[src/rtl/core_mem_ctrl_pkg.sv]
// core_mem_ctrl_pkg: shared state encodings, constants and request helpers for the core memory controller.
package core_mem_ctrl_pkg;

    localparam logic [1:0] CMC_IDLE   = 2'd0;
    localparam logic [1:0] CMC_BUS_IF = 2'd1;
    localparam logic [1:0] CMC_BUS_D  = 2'd2;
    localparam logic [1:0] CMC_RESP   = 2'd3;

    localparam logic [31:0] CMC_NOP      = 32'h0000_0013;
    localparam logic [31:0] CMC_DEADBEEF = 32'hDEAD_BEEF;

    typedef struct packed {
        logic [1:0] off;
        logic       is_byte;
        logic       is_half;
        logic       is_uns;
    } cmc_req_t;

    function automatic logic cmc_misaligned(input logic [1:0] off, input logic is_byte, input logic is_half);
        return is_byte ? 1'b0 : is_half ? (off == 2'b11) : (off != 2'b00);
    endfunction

endpackage

[src/rtl/core_mem_ctrl_if.sv]
// core_mem_ctrl_if: fetch/data requester and memory bus signals of the core memory controller.
// master = the controller, slave = requesters plus the memory bus slave.
interface core_mem_ctrl_if;

    logic        IF_REQ;
    logic [31:0] IF_ADDR;
    logic        IF_DONE;
    logic [31:0] IF_RDATA;
    logic        IF_ERR;
    logic        D_REQ;
    logic        D_WE;
    logic [31:0] D_ADDR;
    logic [3:0]  D_STRB;
    logic [31:0] D_WDATA;
    logic        D_ISLOADBS;
    logic        D_ISLOADHWS;
    logic        D_UNSIGNED;
    logic        D_DONE;
    logic [31:0] D_RDATA;
    logic        D_ERR;
    logic        M_VALID;
    logic        M_WE;
    logic [31:0] M_ADDR;
    logic [3:0]  M_STRB;
    logic [31:0] M_WDATA;
    logic        M_READY;
    logic [31:0] M_RDATA;
    logic        BUSY;

    modport master (
        input  IF_REQ, IF_ADDR, D_REQ, D_WE, D_ADDR, D_STRB, D_WDATA,
               D_ISLOADBS, D_ISLOADHWS, D_UNSIGNED, M_READY, M_RDATA,
        output IF_DONE, IF_RDATA, IF_ERR, D_DONE, D_RDATA, D_ERR,
               M_VALID, M_WE, M_ADDR, M_STRB, M_WDATA, BUSY
    );

    modport slave (
        output IF_REQ, IF_ADDR, D_REQ, D_WE, D_ADDR, D_STRB, D_WDATA,
               D_ISLOADBS, D_ISLOADHWS, D_UNSIGNED, M_READY, M_RDATA,
        input  IF_DONE, IF_RDATA, IF_ERR, D_DONE, D_RDATA, D_ERR,
               M_VALID, M_WE, M_ADDR, M_STRB, M_WDATA, BUSY
    );

endinterface

[src/rtl/core_load_ext.sv]
// core_load_ext: extracts a byte/halfword/word from a bus word and sign- or zero-extends it.
module core_load_ext (
    input  logic [31:0] i_rdata,
    input  logic [1:0]  i_offset,
    input  logic        i_byte,
    input  logic        i_half,
    input  logic        i_unsigned,
    output logic [31:0] o_data
);

    logic [31:0] w_sh;

    assign w_sh   = i_rdata >> {i_offset, 3'b000};
    assign o_data = i_byte ? {{24{~i_unsigned & w_sh[7]}}, w_sh[7:0]} :
                    i_half ? {{16{~i_unsigned & w_sh[15]}}, w_sh[15:0]} : w_sh;

endmodule

[src/rtl/core_mem_ctrl.sv]
// core_mem_ctrl: sequences the shared memory port between instruction fetch and data access,
// one transaction at a time, with alignment checks and an optional bus-wait timeout.
module core_mem_ctrl
    import core_mem_ctrl_pkg::*;
#(
    parameter int unsigned TIMEOUT_CYCLES = 0,
    parameter logic [31:0] NOP_INSTR      = CMC_NOP
) (
    input  logic CLK,
    input  logic NRST,
    core_mem_ctrl_if.master bus
);

    logic [1:0]  r_state;
    cmc_req_t    r_req;
    logic [31:0] r_cnt;
    logic        r_m_valid;
    logic        r_m_we;
    logic [31:0] r_m_addr;
    logic [3:0]  r_m_strb;
    logic [31:0] r_m_wdata;
    logic        r_if_done;
    logic        r_d_done;
    logic        r_if_err;
    logic        r_d_err;
    logic [31:0] r_d_rdata;
    logic [31:0] r_if_rdata;
    logic [31:0] w_ext;
    logic        w_to;
    logic        w_d_mis;

    core_load_ext u_load_ext (
        .i_rdata   (bus.M_RDATA),
        .i_offset  (r_req.off),
        .i_byte    (r_req.is_byte),
        .i_half    (r_req.is_half),
        .i_unsigned(r_req.is_uns),
        .o_data    (w_ext)
    );

    assign w_to    = (TIMEOUT_CYCLES != 0) && (r_cnt == 32'(TIMEOUT_CYCLES - 1));
    assign w_d_mis = cmc_misaligned(bus.D_ADDR[1:0], bus.D_ISLOADBS, bus.D_ISLOADHWS);

    always_ff @(posedge CLK) begin
        if (!NRST) begin
            r_state    <= CMC_IDLE;
            r_req      <= '0;
            r_cnt      <= '0;
            r_m_valid  <= 1'b0;
            r_m_we     <= 1'b0;
            r_m_addr   <= '0;
            r_m_strb   <= '0;
            r_m_wdata  <= '0;
            r_if_done  <= 1'b0;
            r_d_done   <= 1'b0;
            r_if_err   <= 1'b0;
            r_d_err    <= 1'b0;
            r_d_rdata  <= '0;
            r_if_rdata <= NOP_INSTR;
        end else begin
            r_if_done <= 1'b0;
            r_d_done  <= 1'b0;
            r_if_err  <= 1'b0;
            r_d_err   <= 1'b0;
            case (r_state)
                CMC_IDLE: begin
                    if (bus.D_REQ) begin
                        r_req <= '{off: bus.D_ADDR[1:0], is_byte: bus.D_ISLOADBS,
                                   is_half: bus.D_ISLOADHWS, is_uns: bus.D_UNSIGNED};
                        if (w_d_mis) begin
                            r_state  <= CMC_RESP;
                            r_d_done <= 1'b1;
                            r_d_err  <= 1'b1;
                        end else begin
                            r_state   <= CMC_BUS_D;
                            r_m_valid <= 1'b1;
                            r_m_we    <= bus.D_WE;
                            r_m_addr  <= {bus.D_ADDR[31:2], 2'b00};
                            r_m_strb  <= bus.D_STRB;
                            r_m_wdata <= bus.D_WDATA << {bus.D_ADDR[1:0], 3'b000};
                            r_cnt     <= '0;
                        end
                    end else if (bus.IF_REQ) begin
                        r_req <= '0;
                        if (bus.IF_ADDR[1:0] != 2'b00) begin
                            r_state    <= CMC_RESP;
                            r_if_done  <= 1'b1;
                            r_if_err   <= 1'b1;
                            r_if_rdata <= NOP_INSTR;
                        end else begin
                            r_state   <= CMC_BUS_IF;
                            r_m_valid <= 1'b1;
                            r_m_we    <= 1'b0;
                            r_m_addr  <= {bus.IF_ADDR[31:2], 2'b00};
                            r_m_strb  <= 4'b1111;
                            r_m_wdata <= '0;
                            r_cnt     <= '0;
                        end
                    end
                end
                CMC_BUS_IF, CMC_BUS_D: begin
                    if (bus.M_READY || w_to) begin
                        r_m_valid <= 1'b0;
                        r_state   <= CMC_RESP;
                        if (r_state == CMC_BUS_D) begin
                            r_d_done <= 1'b1;
                            r_d_err  <= ~bus.M_READY;
                            // stores leave the last load result in place
                            if (!bus.M_READY)
                                r_d_rdata <= CMC_DEADBEEF;
                            else if (!r_m_we)
                                r_d_rdata <= w_ext;
                        end else begin
                            r_if_done  <= 1'b1;
                            r_if_err   <= ~bus.M_READY;
                            r_if_rdata <= bus.M_READY ? bus.M_RDATA : NOP_INSTR;
                        end
                    end else begin
                        r_cnt <= r_cnt + 32'd1;
                    end
                end
                default: r_state <= CMC_IDLE;
            endcase
        end
    end

    assign bus.M_VALID  = r_m_valid;
    assign bus.M_WE     = r_m_we;
    assign bus.M_ADDR   = r_m_addr;
    assign bus.M_STRB   = r_m_strb;
    assign bus.M_WDATA  = r_m_wdata;
    assign bus.IF_DONE  = r_if_done;
    assign bus.IF_ERR   = r_if_err;
    assign bus.IF_RDATA = r_if_rdata;
    assign bus.D_DONE   = r_d_done;
    assign bus.D_ERR    = r_d_err;
    assign bus.D_RDATA  = r_d_rdata;
    assign bus.BUSY     = (r_state != CMC_IDLE);

endmodule

[src/flat_wrapper.sv]
// flat-port wrapper written by rule: the top's interface ports become plain ports
module core_mem_ctrl_flat import core_mem_ctrl_pkg::*;
#(
    parameter int unsigned TIMEOUT_CYCLES = 0,
    parameter logic [31:0] NOP_INSTR      = CMC_NOP
)
  (CLK, NRST, bus_IF_REQ, bus_IF_ADDR, bus_D_REQ, bus_D_WE, bus_D_ADDR, bus_D_STRB, bus_D_WDATA, bus_D_ISLOADBS, bus_D_ISLOADHWS, bus_D_UNSIGNED, bus_M_READY, bus_M_RDATA, bus_IF_DONE, bus_IF_RDATA, bus_IF_ERR, bus_D_DONE, bus_D_RDATA, bus_D_ERR, bus_M_VALID, bus_M_WE, bus_M_ADDR, bus_M_STRB, bus_M_WDATA, bus_BUSY);
  core_mem_ctrl_if bus_i ();
  input  logic CLK;
  input  logic NRST;
  input wire logic [$bits(bus_i.IF_REQ)-1:0] bus_IF_REQ;
  input wire logic [$bits(bus_i.IF_ADDR)-1:0] bus_IF_ADDR;
  input wire logic [$bits(bus_i.D_REQ)-1:0] bus_D_REQ;
  input wire logic [$bits(bus_i.D_WE)-1:0] bus_D_WE;
  input wire logic [$bits(bus_i.D_ADDR)-1:0] bus_D_ADDR;
  input wire logic [$bits(bus_i.D_STRB)-1:0] bus_D_STRB;
  input wire logic [$bits(bus_i.D_WDATA)-1:0] bus_D_WDATA;
  input wire logic [$bits(bus_i.D_ISLOADBS)-1:0] bus_D_ISLOADBS;
  input wire logic [$bits(bus_i.D_ISLOADHWS)-1:0] bus_D_ISLOADHWS;
  input wire logic [$bits(bus_i.D_UNSIGNED)-1:0] bus_D_UNSIGNED;
  input wire logic [$bits(bus_i.M_READY)-1:0] bus_M_READY;
  input wire logic [$bits(bus_i.M_RDATA)-1:0] bus_M_RDATA;
  output wire logic [$bits(bus_i.IF_DONE)-1:0] bus_IF_DONE;
  output wire logic [$bits(bus_i.IF_RDATA)-1:0] bus_IF_RDATA;
  output wire logic [$bits(bus_i.IF_ERR)-1:0] bus_IF_ERR;
  output wire logic [$bits(bus_i.D_DONE)-1:0] bus_D_DONE;
  output wire logic [$bits(bus_i.D_RDATA)-1:0] bus_D_RDATA;
  output wire logic [$bits(bus_i.D_ERR)-1:0] bus_D_ERR;
  output wire logic [$bits(bus_i.M_VALID)-1:0] bus_M_VALID;
  output wire logic [$bits(bus_i.M_WE)-1:0] bus_M_WE;
  output wire logic [$bits(bus_i.M_ADDR)-1:0] bus_M_ADDR;
  output wire logic [$bits(bus_i.M_STRB)-1:0] bus_M_STRB;
  output wire logic [$bits(bus_i.M_WDATA)-1:0] bus_M_WDATA;
  output wire logic [$bits(bus_i.BUSY)-1:0] bus_BUSY;
  assign bus_i.IF_REQ = bus_IF_REQ;
  assign bus_i.IF_ADDR = bus_IF_ADDR;
  assign bus_i.D_REQ = bus_D_REQ;
  assign bus_i.D_WE = bus_D_WE;
  assign bus_i.D_ADDR = bus_D_ADDR;
  assign bus_i.D_STRB = bus_D_STRB;
  assign bus_i.D_WDATA = bus_D_WDATA;
  assign bus_i.D_ISLOADBS = bus_D_ISLOADBS;
  assign bus_i.D_ISLOADHWS = bus_D_ISLOADHWS;
  assign bus_i.D_UNSIGNED = bus_D_UNSIGNED;
  assign bus_i.M_READY = bus_M_READY;
  assign bus_i.M_RDATA = bus_M_RDATA;
  assign bus_IF_DONE = bus_i.IF_DONE;
  assign bus_IF_RDATA = bus_i.IF_RDATA;
  assign bus_IF_ERR = bus_i.IF_ERR;
  assign bus_D_DONE = bus_i.D_DONE;
  assign bus_D_RDATA = bus_i.D_RDATA;
  assign bus_D_ERR = bus_i.D_ERR;
  assign bus_M_VALID = bus_i.M_VALID;
  assign bus_M_WE = bus_i.M_WE;
  assign bus_M_ADDR = bus_i.M_ADDR;
  assign bus_M_STRB = bus_i.M_STRB;
  assign bus_M_WDATA = bus_i.M_WDATA;
  assign bus_BUSY = bus_i.BUSY;
  core_mem_ctrl #(.TIMEOUT_CYCLES(TIMEOUT_CYCLES), .NOP_INSTR(NOP_INSTR)) u_core (.CLK(CLK), .NRST(NRST), .bus(bus_i));
endmodule
[config.mk]
export PLATFORM = sky130hd
export DESIGN_NAME = core_mem_ctrl_flat
export DESIGN_NICKNAME = d
export VERILOG_FILES = /design/src/rtl/core_mem_ctrl_pkg.sv /design/src/rtl/core_mem_ctrl_if.sv /design/src/rtl/core_load_ext.sv /design/src/rtl/core_mem_ctrl.sv /design/src/flat_wrapper.sv
export SDC_FILE = /design/constraint.sdc
export NUM_CORES = 1
export LEC_CHECK = 0
export CORE_MARGIN = 3
export CORE_UTILIZATION = 40
export DETAILED_ROUTE_END_ITERATION = 12
export PLACE_DENSITY = 0.83
export SLEW_MARGIN = 25
export SYNTH_ARGS = -nofsm -noshare
export SYNTH_HDL_FRONTEND = slang
export SYNTH_SLANG_ARGS = --single-unit
[constraint.sdc]
create_clock -name CLK -period 3.95 [get_ports CLK]
set_input_delay 0.79 -clock CLK [delete_from_list [all_inputs] [get_ports CLK]]
set_output_delay 0.79 -clock CLK [all_outputs]
set_load 0.02 [all_outputs]
-- Word-level counts from Yosys, hierarchy flattened
Index checks and enable logic that the tools add are counted.
- add/sub/neg operators: 0
- multipliers: 0
- div/mod/pow operators: 0
- magnitude comparators: 0
- equal/unequal tests: 13
- shift operators: 2
- muxes and demuxes: 57
- bitwise logic cells: 5
- reductions and logical operators: 13
- operator list (cell ; number):
    $mux W32 ; 15
    $pmux W32 S2 ; 1
    $shl A32 B5 Y32 ; 1
    $shr A32 B5 Y32 ; 1
    $mux W1 ; 25
    $mux W4 ; 4
    $ne A2 B2 Y1 const B ; 6
    $mux W5 ; 2
    $pmux W1 S2 ; 5
    $reduce_bool A2 Y1 ; 5
    $ne A3 B3 Y1 const B ; 3
    $mux W2 ; 4
    $reduce_and A4 Y1 ; 2
    $reduce_and A6 Y1 ; 1
    $reduce_and A5 Y1 ; 1
    $eq A2 B2 Y1 const B ; 2
    $pmux W2 S2 ; 1
    $reduce_and A2 Y1 ; 2
    $not A1 Y1 ; 3
    $and A1 B1 Y1 ; 2
    $eq A2 B1 Y1 const B ; 1
    $logic_not A2 Y1 ; 1
    $ne A2 B1 Y1 const B ; 1
    $reduce_or A2 Y1 ; 1
- flip-flop bits (word level): 145
- latch bits: 0
- memory bits (writable): 0
- bits in read-only memories: 0
- input port bits: 141
- logic and storage cells: 106
- memories: 0

-- Longest topological paths before layout
- depth after elaboration: 6
- depth in mapped cells: 9

-- Modules after synthesis
A second synthesis with hierarchy kept.
- cell total of the unflattened synthesis: 825
- area total of the unflattened synthesis: 7118.1 µm²
- by module, submodules not included (module ; times used ; cells each ; area each (µm²)):
    core_mem_ctrl ; 1 ; 708 ; 6389.9
    core_load_ext ; 1 ; 117 ; 728.2

-- Worst setup path after synthesis
Ideal clock, no wire load.
- path type: input port to flip-flop
- from: input port bus_D_ADDR[0]
- to: register u_core.r_m_addr[10], in the netlist u_core.bus.M_ADDR[10]
- library setup time: 72 ps
- arrival: 1977 ps
- slack: 1901 ps
- stages on the path: 7
- path buffers: 3
- path through: buf_2 -> nand2_1 -> and3_1 -> o21ai_1 -> buf_4 -> buf_6 -> mux2i_1
- longest elaborated chain between the ends: 5
- elaborated cells on any way between the ends: 6
- RTL lines (what ; RTL line ; source):
    start: declaration ; flat_wrapper.sv:15 ; input wire logic [$bits(bus_i.D_ADDR)-1:0] bus_D_ADDR;
    $eq A2 B2 Y1 or $reduce_bool A2 Y1 (tied branches) ; core_mem_ctrl_pkg.sv:20 ; return is_byte ? 1'b0 : is_half ? (off == 2'b11) : (off != 2'b00);
    $mux W1 * (2 in a row) ; core_mem_ctrl_pkg.sv:20 ;
    $ne A2 B2 Y1 (no source line) * ; - ;
    $reduce_and A4 Y1 (no source line) * ; - ;
    end signal: assignment ; core_mem_ctrl.sv:78 ; r_m_addr <= {bus.D_ADDR[31:2], 2'b00};
    end signal: assignment ; core_mem_ctrl.sv:94 ; r_m_addr <= {bus.IF_ADDR[31:2], 2'b00};
    end: declaration ; core_mem_ctrl.sv:19 ; logic [31:0] r_m_addr;
Mark *: on every way between the ends. The rest lies on a longest branch, timed or not.
A chain may end at the register's enable or synchronous reset.

-- Final worst setup path
- from: register u_core.r_state[1]
- to: output port bus_BUSY
- longest elaborated chain between the ends: 1
- RTL lines (what ; RTL line ; source):
    start: declaration ; core_mem_ctrl.sv:14 ; logic [1:0] r_state;
    start signal: assignment ; core_mem_ctrl.sv:46 ; r_state <= CMC_IDLE;
    start signal: assignment ; core_mem_ctrl.sv:71 ; r_state <= CMC_RESP;
    start signal: assignment ; core_mem_ctrl.sv:75 ; r_state <= CMC_BUS_D;
    $reduce_bool A2 Y1 ; core_mem_ctrl.sv:138 ; assign bus.BUSY = (r_state != CMC_IDLE);
    end: declaration ; flat_wrapper.sv:34 ; output wire logic [$bits(bus_i.BUSY)-1:0] bus_BUSY;
No other way between the ends.

==> flow_summary.toml <==
[power_and_ir_drop]
leakagePower_nw = 4.10
ir_drop_mv = 0.351
power.density_cell_area_nw_per_um2 = 565

[timing]
post-route-period-util_pct = 67.6
fmax_mhz = 374
hold_viol = 0
post-route-min-period_ns = 2.67
setup_tns_ns = 0
slew_viol_final = 0
tightest_slew_ns = 0.934
rsz0062_at_grt = "false"
max_slew_margin_pct = 37.6
setup-violations-final = 0
clock_skew_ns = 0.0106

[cts]
cts_tree = "done"
cts.sinks = 143
clock_path_buffers = 2
cts_resized = 0
clk_latency_ns = 0.41
cts_max_level = 4
clock-root-buffer = "clkbuf_16"
post_cts_buffers = 0
clk_pin_slew_worst_paths_ns = 0.06
numCtsBuffers = 17
ctsHoldBuffers = 0

[die]
core_area_um2 = 17500
dieArea_um2 = 19800
io_pins = 280
dieHeight_um = 141
fp.dieW_um = 141
initial_core_util_pct = 41.5
rows = 48

[grt]
grt_pass1_wl_mm = 35.9
antenna_found_initial = 2
gr-max-usage-layer = "met2"
track_usage_pct = 22.7
met3_usage_pct = 8.04
globalRouteMet1Util_pct = 27.1
grt_pass1_vias = 6850
grt_max_degree = 222
grt_util_met2_pct = 38.2
grt_overflow = 0

[cells_and_area]
drive_above_1_share_pct = 9.28
fin_area_um2 = 10700
nets = 1189
area_delta_synth_final_pct = 46.8
antenna_cells = 0

[yosys]
synth_area_leaders = "dfxtp_1, mux2i_1, nand2_1, mux2_2, o211ai_1"
synthTopCellsByCount = "nand2_1, dfxtp_1, mux2i_1, o211ai_1, mux2_2"
yosys.area_share.simple_pct = 15.2
ys_seq_area_share_pct = 39.4
synth_fa_ha_area_share_pct = 0.688
synth-edff-count = 0
synth_compound_area_share_pct = 14.1
synthMuxAreaShare_pct = 25.2
synthArstFlopShare_pct = 0
yosys_warnings = 0
synthXorXnorAreaFrac_pct = 0
syn_area_um2 = 7270
synth_area_per_cell_um2 = 8.93
synth_seq_cells = 143
synthCells = 814
synthDistinctLibCells = 44
synth_top_cell_by_area = "dfxtp_1"
synth_top_area_share_pct = 39.4
ys_dominant_reg_cell = "dfxtp_1"
yosysMostFrequentCell = "nand2_1"
synth_top_family_by_area = "multiplexers"

[worst_setup_path]
slowest_delay_ns = 0.67
cp_num_buf_inv = 3
crit_chain = "inv_1 -> ha_2 -> inv_1 -> clkdlybuf4s50_1"
arrival_ns = 1.88
critical_path_class = "reg -> out"
required_ns = 3.16
cp_common_cell = "inv_1"
worstPathMaxFanout = 6
cp_slowest_cell = "clkdlybuf4s50_1"
critPathTopFamily = "buffers and inverters"
critPathCaptureType = "primary output"
critical_path.startpoint_type = "flop"

[route]
avgRoutedWirePerCell_um = 18.0
firstDrtPassIters = 5
drc = 0
detail-route-antenna-nets = 0
viasPerCell = 5.36
wirelength_mm = 23.1
drt_iter0_drc = 431
dr_total_vias = 6868

[placed_design]
port_buffers = 277
placed_area_um2 = 10100
hpwl_mm = 17.1
globalplace.congestion = 0.942

[outcome]
outcome = "completed"

[min_path]
hold_path_class = "reg -> reg"

[job]
max_cap_violations = 0
tightest hold or removal path: cells and delay by family (launching register included):
kind	cells	cell delay, ns
flops	1	0.31
simple gates	1	0.05
mux	1	0.05
kinds of logic after synthesis:
| kind of cell | Yosys count |
|---|---|
| compound gates | 142 |
| fa+ha+maj | 4 |
| buf+inv | 84 |
| flops | 143 |
| mux | 176 |
| other cells | 1 |
| simple gates | 264 |
sequential cells by signal (all words and copies together) (netlist names):
| name | cells |
|---|---|
| u_core.bus.IF_DONE | 1 |
| u_core.bus.IF_ERR | 1 |
| u_core.bus.M_VALID | 1 |
| u_core.bus.M_STRB | 4 |
| u_core.bus.M_WDATA | 32 |
| u_core.bus.M_WE | 1 |
| u_core.bus.D_ERR | 1 |
| u_core.r_state | 2 |
| u_core.bus.D_RDATA | 32 |
| u_core.bus.IF_RDATA | 32 |
| u_core.bus.M_ADDR | 30 |
| u_core.bus.D_DONE | 1 |
| u_core.r_req | 5 |
layer usage:
metal  vias to the layer above  share of wire [%]
met2                       305                 48
li1                       3326                  -
met3                        33                9.5
met5                         -               0.12
met4                         4                2.1
met1                      3200                 40
power breakdown:
| group | switching (mW) | internal (mW) | leakage, nW |
|---|---|---|---|
| combinational | 1.34 | 1.15 | 2.65 |
| clock | 0.627 | 0.993 | 0.287 |
| sequential | 0.201 | 1.72 | 1.17 |
| total | 2.17 | 3.86 | 4.10 |
layout make-up:
| class | instances | area [µm²] |
|---|---|---|
| multi-input combinational | 588 | 4040 |
| timing repair buffer | 285 | 2850 |
| fill | 1505 | 6870 |
| tap | 225 | 282 |
| clock inverter | 13 | 164 |
| inverter | 9 | 33.8 |
| clock buffer | 18 | 429 |
| sequential | 143 | 2860 |
per-stage QoR:
step / utilization [%] / total power, mW / setup WS, ns / cells / hold slack (ns)
floorplan: - / 3.47 / 1.90 / 815 / 0.498
global placement: 57.4 / 4.39 / 1.25 / 1250 / 0.442
detailed placement: 57.4 / 4.43 / 1.15 / 1250 / 0.448
CTS: 60.8 / 6.07 / 1.17 / 1281 / 0.459
global route: 60.8 / 6.33 / 1.14 / 1281 / 0.472
finish: 60.8 / 6.03 / 1.28 / 1281 / 0.457
final timing paths:
check,from,endpoint,slack [ns],depth (start not counted)
worst max-delay path,u_core.r_state[1],bus_BUSY,1.28,4
worst min-delay path,u_core.bus.IF_RDATA[15],u_core.bus.IF_RDATA[15],0.46,2
worst max register to register,u_core.r_state[1],u_core.bus.IF_RDATA[6],1.51,7
worst min register to register,u_core.bus.IF_RDATA[15],u_core.bus.IF_RDATA[15],0.46,2
placed cells by master (no fill, tap or decap), drive strengths merged, types with 7 or more instances in the layout:
| master | Yosys | final |
|---|---|---|
| nand3 | 32 | 32 |
| clkinv | 1 | 7 |
| o21ai | 27 | 27 |
| clkbuf | 44 | 18 |
| nor2 | 26 | 26 |
| o211ai | 47 | 47 |
| a2bb2oi | 7 | 7 |
| a21oi | 15 | 15 |
| mux2i | 130 | 130 |
| o2bb2ai | 8 | 8 |
| dfxtp | 143 | 143 |
| a21boi | 8 | 8 |
| o221a | 7 | 7 |
| a22oi | 13 | 13 |
| buf | 31 | 10 |
| nor2b | 11 | 11 |
| mux2 | 45 | 45 |
| nand2 | 180 | 180 |
| clkdlybuf4s50 | 0 | 275 |
| inv | 8 | 10 |
(Power assumes the default switching activity.)
